## src/rtl/dmem_pkg.sv

```systemverilog
// Shared encodings and lane helpers for the wait-stated data memory controller.
package dmem_pkg;

  localparam logic [1:0] SZ_BYTE = 2'b00;
  localparam logic [1:0] SZ_HALF = 2'b01;
  localparam logic [1:0] SZ_WORD = 2'b10;

  typedef enum logic [1:0] {
    IDLE,
    BUSY,
    RESP
  } state_e;

  function automatic logic [3:0] byte_en(input logic [1:0] size, input logic [1:0] lane);
    logic [3:0] be;
    case (size)
      SZ_BYTE: be = 4'b0001 << lane;
      SZ_HALF: be = lane[1] ? 4'b1100 : 4'b0011;
      SZ_WORD: be = 4'b1111;
      default: be = 4'b0000;
    endcase
    return be;
  endfunction

  // Right-aligned store data replicated so every candidate lane carries it.
  function automatic logic [31:0] lane_align(input logic [1:0] size, input logic [31:0] wdata);
    logic [31:0] d;
    case (size)
      SZ_BYTE: d = {4{wdata[7:0]}};
      SZ_HALF: d = {2{wdata[15:0]}};
      default: d = wdata;
    endcase
    return d;
  endfunction

  function automatic logic [31:0] lane_extract(input logic [1:0] size, input logic [1:0] lane,
                                               input logic [31:0] word);
    logic [31:0] sh;
    logic [31:0] d;
    sh = '0;
    case (size)
      SZ_BYTE: begin
        sh = word >> {lane, 3'b000};
        d  = {24'b0, sh[7:0]};
      end
      SZ_HALF: begin
        sh = word >> {lane[1], 4'b0000};
        d  = {16'b0, sh[15:0]};
      end
      default: d = word;
    endcase
    return d;
  endfunction

endpackage

```

## src/rtl/dmem_array.sv

```systemverilog
// DEPTH x 32 storage with byte-enable synchronous write and synchronous read; no reset.
module dmem_array #(
  parameter int unsigned DEPTH = 64,
  parameter int unsigned AW    = $clog2(DEPTH)
) (
  input  logic          clk,
  input  logic          we,
  input  logic [3:0]    be,
  input  logic          re,
  input  logic [AW-1:0] idx,
  input  logic [31:0]   wdata,
  output logic [31:0]   rdata
);

  logic [31:0] mem [DEPTH];

  always_ff @(posedge clk) begin
    if (we) begin
      for (int unsigned i = 0; i < 4; i++) begin
        if (be[i]) mem[idx][8*i +: 8] <= wdata[8*i +: 8];
      end
    end
    if (re) rdata <= mem[idx];
  end

endmodule

```

## src/rtl/dmem_ctrl.sv

```systemverilog
// Request/response data memory: wait-state FSM, request latch, error decode, lane handling.
module dmem_ctrl
  import dmem_pkg::*;
#(
  parameter int unsigned DEPTH = 64,
  parameter int unsigned WAIT  = 2
) (
  input  logic        clk,
  input  logic        reset,
  input  logic        req,
  output logic        ready,
  input  logic        we,
  input  logic [1:0]  size,
  input  logic [31:0] addr,
  input  logic [31:0] write_data,
  output logic        done,
  output logic        err,
  output logic [31:0] read_data
);

  localparam int unsigned AW = $clog2(DEPTH);
  localparam logic [3:0] WAIT_LAST = (WAIT == 0) ? 4'd0 : 4'(WAIT - 1);

  state_e      state, state_nxt;
  logic [3:0]  cnt;
  logic        l_we;
  logic [1:0]  l_size;
  logic [31:0] l_addr, l_wdata;
  logic        accept, enter_resp;
  logic        c_we, c_err;
  logic [1:0]  c_size;
  logic [31:0] c_addr, c_wdata;
  logic        err_q, rd_valid;
  logic [1:0]  r_size, r_lane;
  logic [31:0] arr_q;

  always_comb begin
    state_nxt = state;
    ready     = 1'b0;
    done      = 1'b0;
    case (state)
      IDLE: begin
        ready = 1'b1;
        if (req) state_nxt = (WAIT == 0) ? RESP : BUSY;
      end
      BUSY: if (cnt == WAIT_LAST) state_nxt = RESP;
      RESP: begin
        done      = 1'b1;
        state_nxt = IDLE;
      end
      default: state_nxt = IDLE;
    endcase
  end

  assign accept     = (state == IDLE) && req;
  assign enter_resp = (state_nxt == RESP);

  // With WAIT=0 the response edge is the accept edge, so the live inputs are used there.
  always_comb begin
    if (state == IDLE) begin
      c_we    = we;
      c_size  = size;
      c_addr  = addr;
      c_wdata = write_data;
    end else begin
      c_we    = l_we;
      c_size  = l_size;
      c_addr  = l_addr;
      c_wdata = l_wdata;
    end
    c_err = (c_size == 2'b11)
         || ((c_size == SZ_HALF) && c_addr[0])
         || ((c_size == SZ_WORD) && (c_addr[1:0] != 2'b00))
         || ({2'b00, c_addr[31:2]} >= DEPTH);
  end

  always_ff @(posedge clk or negedge reset) begin
    if (!reset) begin
      state    <= IDLE;
      cnt      <= '0;
      l_we     <= 1'b0;
      l_size   <= '0;
      l_addr   <= '0;
      l_wdata  <= '0;
      err_q    <= 1'b0;
      rd_valid <= 1'b0;
      r_size   <= '0;
      r_lane   <= '0;
    end else begin
      state <= state_nxt;
      if (accept) begin
        cnt     <= '0;
        l_we    <= we;
        l_size  <= size;
        l_addr  <= addr;
        l_wdata <= write_data;
      end else if (state == BUSY) begin
        cnt <= cnt + 4'd1;
      end
      if (enter_resp) begin
        err_q    <= c_err;
        rd_valid <= !c_err && !c_we;
        r_size   <= c_size;
        r_lane   <= c_addr[1:0];
      end
    end
  end

  dmem_array #(.DEPTH(DEPTH), .AW(AW)) u_array (
    .clk   (clk),
    .we    (enter_resp && c_we && !c_err),
    .be    (byte_en(c_size, c_addr[1:0])),
    .re    (enter_resp && !c_we && !c_err),
    .idx   (c_addr[AW+1:2]),
    .wdata (lane_align(c_size, c_wdata)),
    .rdata (arr_q)
  );

  // Array output holds between reads; rd_valid masks it after reset, stores and errors.
  assign read_data = rd_valid ? lane_extract(r_size, r_lane, arr_q) : '0;
  assign err       = err_q;

endmodule
```

## config.mk

```make
export PLATFORM = sky130hd
export DESIGN_NAME = dmem_ctrl
export DESIGN_NICKNAME = d
export VERILOG_FILES = /design/src/rtl/dmem_pkg.sv /design/src/rtl/dmem_array.sv /design/src/rtl/dmem_ctrl.sv
export SDC_FILE = /design/constraint.sdc
export NUM_CORES = 2
export LEC_CHECK = 0
export BUFFER_PORTS_ARGS = -buffer_cell sky130_fd_sc_hd__buf_2
export CAP_MARGIN = 20
export CELL_PAD_IN_SITES_DETAIL_PLACEMENT = 1
export CELL_PAD_IN_SITES_GLOBAL_PLACEMENT = 1
export CORE_AREA = 2 2 414 416
export CTS_BUF_LIST = sky130_fd_sc_hd__clkbuf_16
export DETAILED_ROUTE_END_ITERATION = 10
export DIE_AREA = 0 0 416 418
export GPL_TIMING_DRIVEN = 1
export HOLD_SLACK_MARGIN = 0.15
export PLACE_DENSITY_LB_ADDON = 0.1
export SLEW_MARGIN = 20
export SYNTH_ARGS = -nofsm -noshare
export SYNTH_HDL_FRONTEND = slang
export SYNTH_SLANG_ARGS = --single-unit
export TNS_END_PERCENT = 20
```

## constraint.sdc

```tcl
create_clock -name clk -period 4.84 [get_ports clk]
set_input_delay 0.484 -clock clk [delete_from_list [all_inputs] [get_ports clk]]
set_output_delay 0.484 -clock clk [all_outputs]
set_load 0.1 [all_outputs]
```

==> reports/metrics.json <==
{
  "synth": {
    "number_of_instances_in_the_synthesized_netlist": 4947,
    "synth-async-reset-ratio_pct": 3.66,
    "synthDistinctLibCells": 67,
    "synth_nets": 5019,
    "synthesis.area_mm2": 0.0824,
    "syn_avg_cell_area_um2": 16.7,
    "seq_area_frac_synth_pct": 78.2,
    "ys_seq_elements": 2159,
    "synth_edf_count": 2080,
    "synth-warning-count": 0,
    "synth_top_flop_cell": "sky130_fd_sc_hd__edfxtp_1"
  },
  "timing": {
    "min_period_ns": 4.43,
    "grt_setup_unrepaired": "false",
    "final.setup.worst_slack_ns": 0.406,
    "tightestPinTransition_ns": 1.17,
    "max_freq_mhz": 226,
    "maxSlewViolCount": 0,
    "hold_viol_final": 0,
    "setup_viol": 0,
    "clock-skew-final_ns": 0.0319,
    "slew_headroom_pct": 21.8,
    "layout_worst_path_cycle_share_pct": 91.6
  },
  "clock_network": {
    "root_buffer": "sky130_fd_sc_hd__clkbuf_16",
    "cts_resized": 0,
    "clock_sink_count": 2159,
    "htreeDepth": 4,
    "cts_tree": "done",
    "ctsLongestPathBuffers": 3,
    "number_of_cts_inserted_buffers": 217,
    "worst_setup_hold_path_clk_slew_ns": 0.06,
    "worst_skew_pair.late_latency_ns": 0.88
  },
  "routing": {
    "ant_nets": 0,
    "detail_route.iter0.violations": 7569,
    "vias_per_cell": 6.65,
    "drc_errors": 0,
    "detailroute.via_count": 52000,
    "wl_per_cell_um": 35.1,
    "wl_um": 275000,
    "detailedRoute.firstPassIterationCount": 9
  },
  "floorplanning": {
    "die_w_um": 416,
    "fp.dieH_um": 418,
    "design.die.area_mm2": 0.174,
    "placementRows": 151,
    "boundaryPins": 105,
    "starting_density_of_the_core_pct": 48.8,
    "core-area_mm2": 0.169
  },
  "layout": {
    "post_route_cells_drive_above_1_share_pct": 18.2,
    "flow.area_growth_from_synthesis_pct": 16.9,
    "final_core_utilization_pct": 57.0,
    "final.fill_count": 15200,
    "finish.net_count": 5488
  },
  "global_routing": {
    "grt_pass1_wl_um": 392000,
    "gr-usage-all-layers_pct": 31.4,
    "first_global_vias": 52500,
    "antenna_violations_before_repair": 4,
    "maximum_number_of_pins_on_one_net_before_global_route_repair": 86,
    "grt.overflow.total": 0
  },
  "placement": {
    "hpwl_um": 173000,
    "place.gp.congestion": 0.910,
    "io_port_bufs": 104,
    "dpl_worst_slack_ns": 0.211
  },
  "setup_path": {
    "cp.arrival_ns": 4.99,
    "critical_path.top_delay_family": "simple AND/OR/NAND/NOR gates",
    "regToRegSetupSlack_ns": 0.41,
    "rr_worst_depth": 9,
    "worst-path-max-fanout": 33,
    "critPathLaunchType": "register",
    "timing.rr.end": "u_array.mem[24][23]",
    "worstSetupPathDepth": 9,
    "worstPathCellList": "or2_2, inv_8, mux2_2, a221oi_1, nand3_1, a221o_1, a21o_2, nor3_1, buf_4",
    "crit_path_top_delay_cell": "sky130_fd_sc_hd__nor3_1",
    "setup.worst_path.class": "reg2reg",
    "crit_path_max_incr_delay_ns": 0.92,
    "critPathRequiredTime_ns": 5.40,
    "critical_path_buf_inv_count": 2,
    "worst_r2r_startpoint": "state[0]",
    "setup.worst_path.end_class": "register"
  },
  "flow_run": {
    "cap_viol_max_count": 0
  },
  "status": {
    "run_status": "finished clean"
  },
  "power": {
    "pwr_density_cell_mw_per_mm2": 662,
    "total_power_mw": 63.8,
    "static-leakage-power_nw": 31.5,
    "irDropWorstVdd_uv": 966
  },
  "worst_hold_path": {
    "worstHoldPathType": "in2async"
  }
}
worst register-to-register path, cell delays in order (launching register included):
cell,delay [ns]
sky130_fd_sc_hd__dfrtp_1,0.37
sky130_fd_sc_hd__or2_2,0.36
sky130_fd_sc_hd__inv_8,0.21
sky130_fd_sc_hd__mux2_2,0.40
sky130_fd_sc_hd__a221oi_1,0.27
sky130_fd_sc_hd__nand3_1,0.18
sky130_fd_sc_hd__a221o_1,0.47
sky130_fd_sc_hd__a21o_2,0.55
sky130_fd_sc_hd__nor3_1,0.97
sky130_fd_sc_hd__buf_4,0.35
layout make-up:
class | instances | area, µm² | area share [%]
well taps | 2218 | 2780 | 2.88
repair buffers | 626 | 5080 | 5.28
clock buffers | 224 | 5610 | 5.82
inverters | 21 | 88.8 | 0.0922
clock inverters | 181 | 1500 | 1.55
flip-flops and latches | 2159 | 64400 | 66.9
diodes | 1 | 2.50 | 0.00260
multi-input cells | 2391 | 16900 | 17.5
cell usage after synthesis, drive strengths merged (3+ instances only):
cell type,instances,share of area (%)
a21o,6,0.055
a21oi,38,0.23
a221o,4,0.049
a221oi,225,2.4
a222oi,98,1.2
a22o,185,2.0
a22oi,482,4.4
a31o,7,0.074
a31oi,198,1.5
and2,8,0.061
and3,45,0.34
buf,196,1.3
clkbuf,180,0.82
dfrtp,79,2.4
edfxtp,2080,76
inv,21,0.10
mux2,29,0.40
mux2i,93,1.2
mux4,8,0.22
nand2,381,1.7
nand2b,6,0.046
nand3,16,0.10
nand4,11,0.083
nand4b,3,0.032
nor2,133,0.61
nor2b,17,0.14
nor3,203,1.2
nor3b,7,0.064
nor4,20,0.15
o21ai,56,0.35
o221a,4,0.055
o221ai,3,0.032
o22a,3,0.032
o22ai,31,0.27
or2,5,0.038
or4,45,0.41
per-layer routing:
| metal | track usage, % | up-vias | share of wire (%) | wire [µm] |
|---|---|---|---|---|
| met2 | 48.8 | 2799 | 46 | 127000 |
| met5 | 0 | - | 0.010 | 28 |
| met1 | 44.4 | 27300 | 41 | 112000 |
| li1 | - | 21400 | - | - |
| met3 | 6.19 | 471 | 9.6 | 26200 |
| met4 | 11.0 | 4 | 3.4 | 9390 |
worst max-delay path by stage:
stage,slack [ns],startpoint,end
2_1_floorplan,-0.45,state[0],u_array.mem[0][28]
3_3_place_gp,0.13,addr[8],u_array.mem[24][16]
3_5_place_dp,0.21,addr[8],u_array.mem[24][16]
4_1_cts,0.47,state[1],u_array.rdata[1]
5_1_grt,0.33,state[1],u_array.rdata[1]
6_report,0.41,state[0],u_array.mem[24][23]
state kept, by name, indices dropped and copies added, names as in the netlist, 2 cells and up:
name / count
state: 2
u_array.mem: 2048
l_size: 2
cnt: 4
l_addr: 32
u_array.rdata: 32
r_size: 2
l_wdata: 32
r_lane: 2
power breakdown:
part,leakage [nW],switching [mW],internal [mW]
clock network,3.66,7.18,9.71
logic,8.10,15.7,5.09
registers,19.7,0.305,25.9
per-stage QoR:
step / instance area [µm²] / hold WS, ns / TNS, ns / std cells
floorplan: 82500 / 0.188 / -28.59 / 4947
global route: 96400 / 0.271 / 0 / 7821
CTS: 96200 / 0.251 / 0 / 7817
finish: 96400 / 0.239 / 0 / 7821
global placement: 88400 / 0.409 / 0 / 7343
detailed placement: 88500 / 0.406 / 0 / 7345
cells by family after synthesis:
logic type / count (synthesis) / synth area share, %
and+or+nand+nor: 905 / 5.11
adders and majority gates: 2 / 0.0303
DFF: 2159 / 78.2
buffers and inverters: 397 / 2.18
AOI/OAI and AO/OA: 1353 / 12.7
muxes: 130 / 1.77
xor gates and xnor gates: 1 / 0.0106
timing repair:
item,in CTS,in global routing
endpoints found under the hold margin,146,0
buffers inserted,0,0
hold buffers,67,0
endpoints found under the setup margin,0,0
placed cells by master, fill, tap and decap left out, types with 83 or more instances in the layout:
cell                           n
sky130_fd_sc_hd__a222oi_1     98
sky130_fd_sc_hd__nor2_1      111
sky130_fd_sc_hd__nor3_1      184
sky130_fd_sc_hd__buf_2       105
sky130_fd_sc_hd__edfxtp_1   2080
sky130_fd_sc_hd__clkbuf_16   224
sky130_fd_sc_hd__mux2i_1      83
sky130_fd_sc_hd__nand2_1     375
sky130_fd_sc_hd__buf_4       416
sky130_fd_sc_hd__a22oi_1     482
sky130_fd_sc_hd__a22o_1      185
sky130_fd_sc_hd__a221oi_1    223
sky130_fd_sc_hd__a31oi_1     188
Power figures use the tool's default switching activity.
